### src/rtl/byte_word_packer_if.sv
// Byte-in / word-out stream bundle for byte_word_packer.
// The packer takes the slave view; the byte source and word consumer take the master view.
interface byte_word_packer_if #(
  parameter int WORD_BYTES = 4
);
  localparam int DATA_W = 8 * WORD_BYTES;
  localparam int CNT_W  = $clog2(WORD_BYTES + 1);

  logic              in_valid;
  logic              in_ready;
  logic [7:0]        in_data;
  logic              in_last;
  logic              out_valid;
  logic              out_ready;
  logic [DATA_W-1:0] out_data;
  logic [CNT_W-1:0]  out_bytes;
  logic              out_last;

  modport slave (
    input  in_valid, in_data, in_last, out_ready,
    output in_ready, out_valid, out_data, out_bytes, out_last
  );

  modport master (
    output in_valid, in_data, in_last, out_ready,
    input  in_ready, out_valid, out_data, out_bytes, out_last
  );
endinterface

### src/rtl/byte_word_packer.sv
// Packs a valid/ready byte stream into WORD_BYTES-wide words through a two-bank
// ping-pong buffer: one bank fills while the other drains, sustaining 1 byte/clk.
module byte_word_packer #(
  parameter int WORD_BYTES = 4,
  parameter bit LSB_FIRST  = 1'b1
) (
  input  logic               clk,
  input  logic               rst,
  byte_word_packer_if.slave  bus
);
  localparam int DATA_W = 8 * WORD_BYTES;
  localparam int BPOS_W = $clog2(WORD_BYTES);
  localparam int CNT_W  = $clog2(WORD_BYTES + 1);
  localparam logic [BPOS_W-1:0] BPOS_MAX = BPOS_W'(WORD_BYTES - 1);

  logic                   wsel_r;
  logic                   rsel_r;
  logic [BPOS_W-1:0]      bpos_r;
  logic [1:0]             full_r;
  logic [1:0][CNT_W-1:0]  cnt_r;
  logic [1:0]             lastf_r;
  logic [1:0][DATA_W-1:0] bank_r;

  logic                   accept_s;
  logic                   drain_s;
  logic                   close_s;
  logic [BPOS_W-1:0]      lane_s;
  logic [CNT_W-1:0]       cnt_next_s;

  // Byte lane for a word position; MSB-first mode mirrors the lane order.
  function automatic logic [BPOS_W-1:0] lane_of(input logic [BPOS_W-1:0] pos);
    logic [BPOS_W-1:0] lane;
    if (LSB_FIRST) begin
      lane = pos;
    end else begin
      lane = BPOS_MAX - pos;
    end
    return lane;
  endfunction

  // Handshake qualifiers and the write lane of the byte being offered.
  always_comb begin
    accept_s   = bus.in_valid && !full_r[wsel_r];
    drain_s    = bus.out_ready && full_r[rsel_r];
    close_s    = accept_s && ((bpos_r == BPOS_MAX) || bus.in_last);
    lane_s     = lane_of(bpos_r);
    cnt_next_s = CNT_W'(bpos_r) + CNT_W'(1);
  end

  // Bank state: drain clears the read bank, accept writes the fill bank.
  // The two never target the same bank in one cycle, since a bank is
  // either full (drainable) or not full (fillable).
  always_ff @(posedge clk) begin
    if (rst) begin
      wsel_r  <= 1'b0;
      rsel_r  <= 1'b0;
      bpos_r  <= '0;
      full_r  <= 2'b00;
      cnt_r   <= '0;
      lastf_r <= 2'b00;
      bank_r  <= '0;
    end else begin
      if (drain_s) begin
        full_r[rsel_r]  <= 1'b0;
        bank_r[rsel_r]  <= '0;
        cnt_r[rsel_r]   <= '0;
        lastf_r[rsel_r] <= 1'b0;
        rsel_r          <= ~rsel_r;
      end
      if (accept_s) begin
        bank_r[wsel_r][{lane_s, 3'b000} +: 8] <= bus.in_data;
        if (close_s) begin
          full_r[wsel_r]  <= 1'b1;
          cnt_r[wsel_r]   <= cnt_next_s;
          lastf_r[wsel_r] <= bus.in_last;
          wsel_r          <= ~wsel_r;
          bpos_r          <= '0;
        end else begin
          bpos_r <= bpos_r + BPOS_W'(1);
        end
      end
    end
  end

  // Outputs present the read bank directly so a word is visible the cycle
  // after its closing byte.
  always_comb begin
    bus.in_ready  = !full_r[wsel_r];
    bus.out_valid = full_r[rsel_r];
    bus.out_data  = bank_r[rsel_r];
    bus.out_bytes = cnt_r[rsel_r];
    bus.out_last  = lastf_r[rsel_r];
  end
endmodule

### src/flat_wrapper.sv
// flat-port wrapper written by rule: the top's interface ports become plain ports
module byte_word_packer_flat 
#(
  parameter int WORD_BYTES = 4,
  parameter bit LSB_FIRST  = 1'b1
)
  (clk, rst, bus_in_valid, bus_in_data, bus_in_last, bus_out_ready, bus_in_ready, bus_out_valid, bus_out_data, bus_out_bytes, bus_out_last);
  byte_word_packer_if #(.WORD_BYTES(WORD_BYTES)) bus_i ();
  input  logic clk;
  input  logic rst;
  input wire logic [$bits(bus_i.in_valid)-1:0] bus_in_valid;
  input wire logic [$bits(bus_i.in_data)-1:0] bus_in_data;
  input wire logic [$bits(bus_i.in_last)-1:0] bus_in_last;
  input wire logic [$bits(bus_i.out_ready)-1:0] bus_out_ready;
  output wire logic [$bits(bus_i.in_ready)-1:0] bus_in_ready;
  output wire logic [$bits(bus_i.out_valid)-1:0] bus_out_valid;
  output wire logic [$bits(bus_i.out_data)-1:0] bus_out_data;
  output wire logic [$bits(bus_i.out_bytes)-1:0] bus_out_bytes;
  output wire logic [$bits(bus_i.out_last)-1:0] bus_out_last;
  assign bus_i.in_valid = bus_in_valid;
  assign bus_i.in_data = bus_in_data;
  assign bus_i.in_last = bus_in_last;
  assign bus_i.out_ready = bus_out_ready;
  assign bus_in_ready = bus_i.in_ready;
  assign bus_out_valid = bus_i.out_valid;
  assign bus_out_data = bus_i.out_data;
  assign bus_out_bytes = bus_i.out_bytes;
  assign bus_out_last = bus_i.out_last;
  byte_word_packer #(.WORD_BYTES(WORD_BYTES), .LSB_FIRST(LSB_FIRST)) u_core (.clk(clk), .rst(rst), .bus(bus_i));
endmodule
### config.mk
export PLATFORM = sky130hd
export DESIGN_NAME = byte_word_packer_flat
export DESIGN_NICKNAME = d
export VERILOG_FILES = /design/src/rtl/byte_word_packer_if.sv /design/src/rtl/byte_word_packer.sv /design/src/flat_wrapper.sv
export SDC_FILE = /design/constraint.sdc
export NUM_CORES = 1
export LEC_CHECK = 0
export CAP_MARGIN = 20
export CORE_MARGIN = 8
export CORE_UTILIZATION = 40
export DETAILED_ROUTE_END_ITERATION = 8
export REMOVE_ABC_BUFFERS = 1
export SETUP_SLACK_MARGIN = 0.1
export SLEW_MARGIN = 20
export SYNTH_ARGS = -nofsm -noshare
export SYNTH_HDL_FRONTEND = slang
export SYNTH_SLANG_ARGS = --single-unit
### constraint.sdc
create_clock -name clk -period 5 [get_ports clk]
set_input_delay 0.5 -clock clk [delete_from_list [all_inputs] [get_ports clk]]
set_output_delay 0.5 -clock clk [all_outputs]
set_load 0.01 [all_outputs]
==> summary.txt <==
Placement
  – Routability cong.: 0.788
  – Placed insts: 420
  – Port Buffers: 50
  – HPWL Detailed: 5480 µm

Die
  – Die Area: around 0.012 mm²
  – Ports: 51
  – Initial Utilization: 41.0%
  – Die X: 107 µm
  – Die H: approximately 110 µm
  – Num rows: 33
  – Core area: slightly above 0.008 mm²

Finish
  – Register area: between 0.0015 and 0.002 mm²
  – Area of the multi-input gates: 0.00166 mm²
  – Nets: between 300 and 400
  – Antenna Cells: 0
  – Fill count: 751
  – Area Growth Syn to Fin: 22.4%
  – Count of non-filler cells in the finished layout: 435
  – Layout cells sized above 1: 23.6%

STA
  – Final worst-path cycle share: 56.1%
  – Rel. slew slack: 29.4%
  – Setup violators final: 0
  – Fin. max-slew vios: 0
  – Tmin final: 2.81 ns
  – Setup TNS: 0 ns
  – Hold Violations, Final: 0
  – Worst clock skew: 0.00918 ns
  – Worst slew pin tran: 1.06 ns
  – RSZ-0062 raised after global routing: false
  – Fmax: around 360 MHz

Detailed routing
  – DRC violations left: 0
  – DR iter-0 viols: 92
  – Vias per Instance: 5.51
  – Routed wire length: 7920 µm
  – Final ANT Viol Nets: 0
  – Average wire per cell in the routed design: 18.2 µm
  – Detailed Routing Iterations Pass 1: 4
  – Vias: 2395

Global route
  – Largest net degree at the start of global routing: 44
  – Gr usage total: between 10% and 20%
  – Global-route wire length before repair: 12900 µm
  – Antenna violations before repair: 0
  – Vias in the first global route: 2428
  – GRT overflow: 0

Power and ir drop
  – Sw power: between 300 and 400 µW
  – Pint: about 960 µW
  – Power Density: about 310 mW/mm²
  – Clk pwr share: 40.0%
  – Peak supply drop: 169 µV
  – Comb power frac: 8.8%
  – Flop pwr share: 51.2%
  – Sw Share: between 20% and 30%
  – Leakage: 1.54 nW

Worst setup path
  – Worst Path Arrival: 2.31 ns
  – Critical path class: reg2out
  – Worst setup SP type: register
  – Critical path endpoint category: primary output
  – R2R Setup Slk: roughly 2.6 ns
  – Worst path required time: 4.50 ns
  – Max FO, Critical Path: 43

Logic synthesis
  – Number of synthesized register bits: 78
  – Mapped Area: 0.00334 mm²
  – Sequential share of the synthesized area: 46.8%
  – Avg Inst Size Synth: 11.8 µm²
  – Synth top area cells: dfxtp_1 47%, a22o_1 14%, mux2_2 13%
  – Post-synth top area share: 46.8%
  – Ys Warns: 0
  – Mapped Cells: 282
  – Unique cell type count in the Yosys netlist: 40
  – Top cell type by total area after synthesis: dfxtp_1

Clock network
  – Bufs on Longest Clock Path: 2
  – H-Tree Depth: 3
  – CTS Root Cell: clkbuf_8
  – CTS clk-pin slew, worst paths: 0.07 ns
  – Total CTS buffers: 9
  – Number of clock sinks: 78
  – CTS Hold Bufs: 0
  – Setup Fix Bufs, Post-CTS: 0
  – Clock Latency Late Sink: 0.34 ns
  – Post-CTS sizing: 0
  – TritonCTS clock tree: yes

Worst hold path
  – Worst min path class: reg2reg

Job
  – Max-Cap Viols: 0

Outcome
  – Status: completed
[power by group through the flow]
| stage | Clock (mW) | Combinational [mW] | Sequential (mW) |
|---|---|---|---|
| 3_5_place_dp | 0 | 0.112 | 0.662 |
| 6_report | 0.506 | 0.112 | 0.647 |
| 4_1_cts | 0.520 | 0.113 | 0.647 |
| 3_3_place_gp | 0 | 0.112 | 0.662 |
| 5_1_grt | 0.547 | 0.121 | 0.649 |
| 2_1_floorplan | 0 | 0.0636 | 0.656 |
[final cells by class]
class | instances | share of cell area (%)
multi-input combinational | 182 | 40.7
timing repair buffer | 50 | 12.3
inverter | 5 | 0.459
clock buffer | 9 | 3.03
tap | 105 | 3.22
clock inverter | 6 | 2.11
sequential | 78 | 38.3
[worst max-delay path, cell delays in order (launching register included)]
cell and delay, ns:
dfxtp_2 1.04, mux2_2 0.44, clkdlybuf4s50_1 0.49
[state kept, by name, indices dropped and copies added, names as in the netlist]
register / flops
u_core.bank_r: 64
u_core.bpos_r: 2
u_core.cnt_r: 6
u_core.full_r: 2
u_core.lastf_r: 2
u_core.rsel_r: 1
u_core.wsel_r: 1
[layout by cell type (no fill, tap or decap), types with 5 or more instances in the layout]
master / count
ha_1: 6
inv_1: 5
clkdlybuf4s50_1: 50
clkbuf_8: 9
nand2_1: 9
dfxtp_1: 77
a21oi_1: 8
mux2_2: 38
o2bb2ai_1: 12
nor3_1: 5
a22o_1: 54
[stage by stage]
stage	util, %	area [µm²]	setup slack [ns]	hold slack (ns)	total power [mW]
floorplan	-	3240	2.84	0.427	0.720
global placement	47.6	3870	2.41	0.438	0.774
detailed placement	47.6	3870	2.38	0.445	0.774
CTS	50.2	4090	2.15	0.464	1.28
global route	50.2	4090	2.06	0.491	1.32
finish	50.2	4090	2.19	0.461	1.26
[synthesized netlist by cell type (all sizes together)]
cell / n
nor3b: 1
nor3: 8
nor4bb: 1
a31oi: 1
nand4b: 3
o2bb2ai: 12
o21ai: 5
o31ai: 1
nand2: 9
a31o: 3
mux2i: 2
nor2: 5
a22o: 54
clkbuf: 10
mux2: 38
nand4: 2
nor2b: 2
a32o: 2
inv: 5
ha: 6
dfxtp: 78
or4: 1
a211oi: 4
or2: 1
or3b: 1
or4b: 2
nand4bb: 3
nand2b: 1
buf: 7
a21oi: 12
and3b: 2
[routing by layer]
| metal | up-vias | global-route usage, % | part of all wire, % |
|---|---|---|---|
| li1 | 1179 | - | - |
| met1 | 1167 | 18.2 | 49 |
| met2 | 44 | 22.2 | 46 |
| met3 | 5 | 4.13 | 3.8 |
| met4 | 0 | 3.87 | 0.75 |
| met5 | - | 0 | 0 |
[cell families after synthesis]
family | Yosys count | share of synthesized area, %
flops | 78 | 46.8
simple gates | 42 | 10.5
mux | 40 | 13.4
buf+inv | 22 | 3.45
fa+ha+maj | 6 | 2.25
compound gates | 94 | 23.6
[worst paths after layout]
kind                          start           endpoint  depth (start not counted)
hold reg to reg   u_core.bank_r[28]  u_core.bank_r[28]                          1
setup / recovery      u_core.rsel_r   bus_out_data[10]                          2
setup reg to reg   u_core.bpos_r[0]  u_core.bank_r[58]                          5
hold / removal    u_core.bank_r[28]  u_core.bank_r[28]                          1
Power figures use the tool's default switching activity.
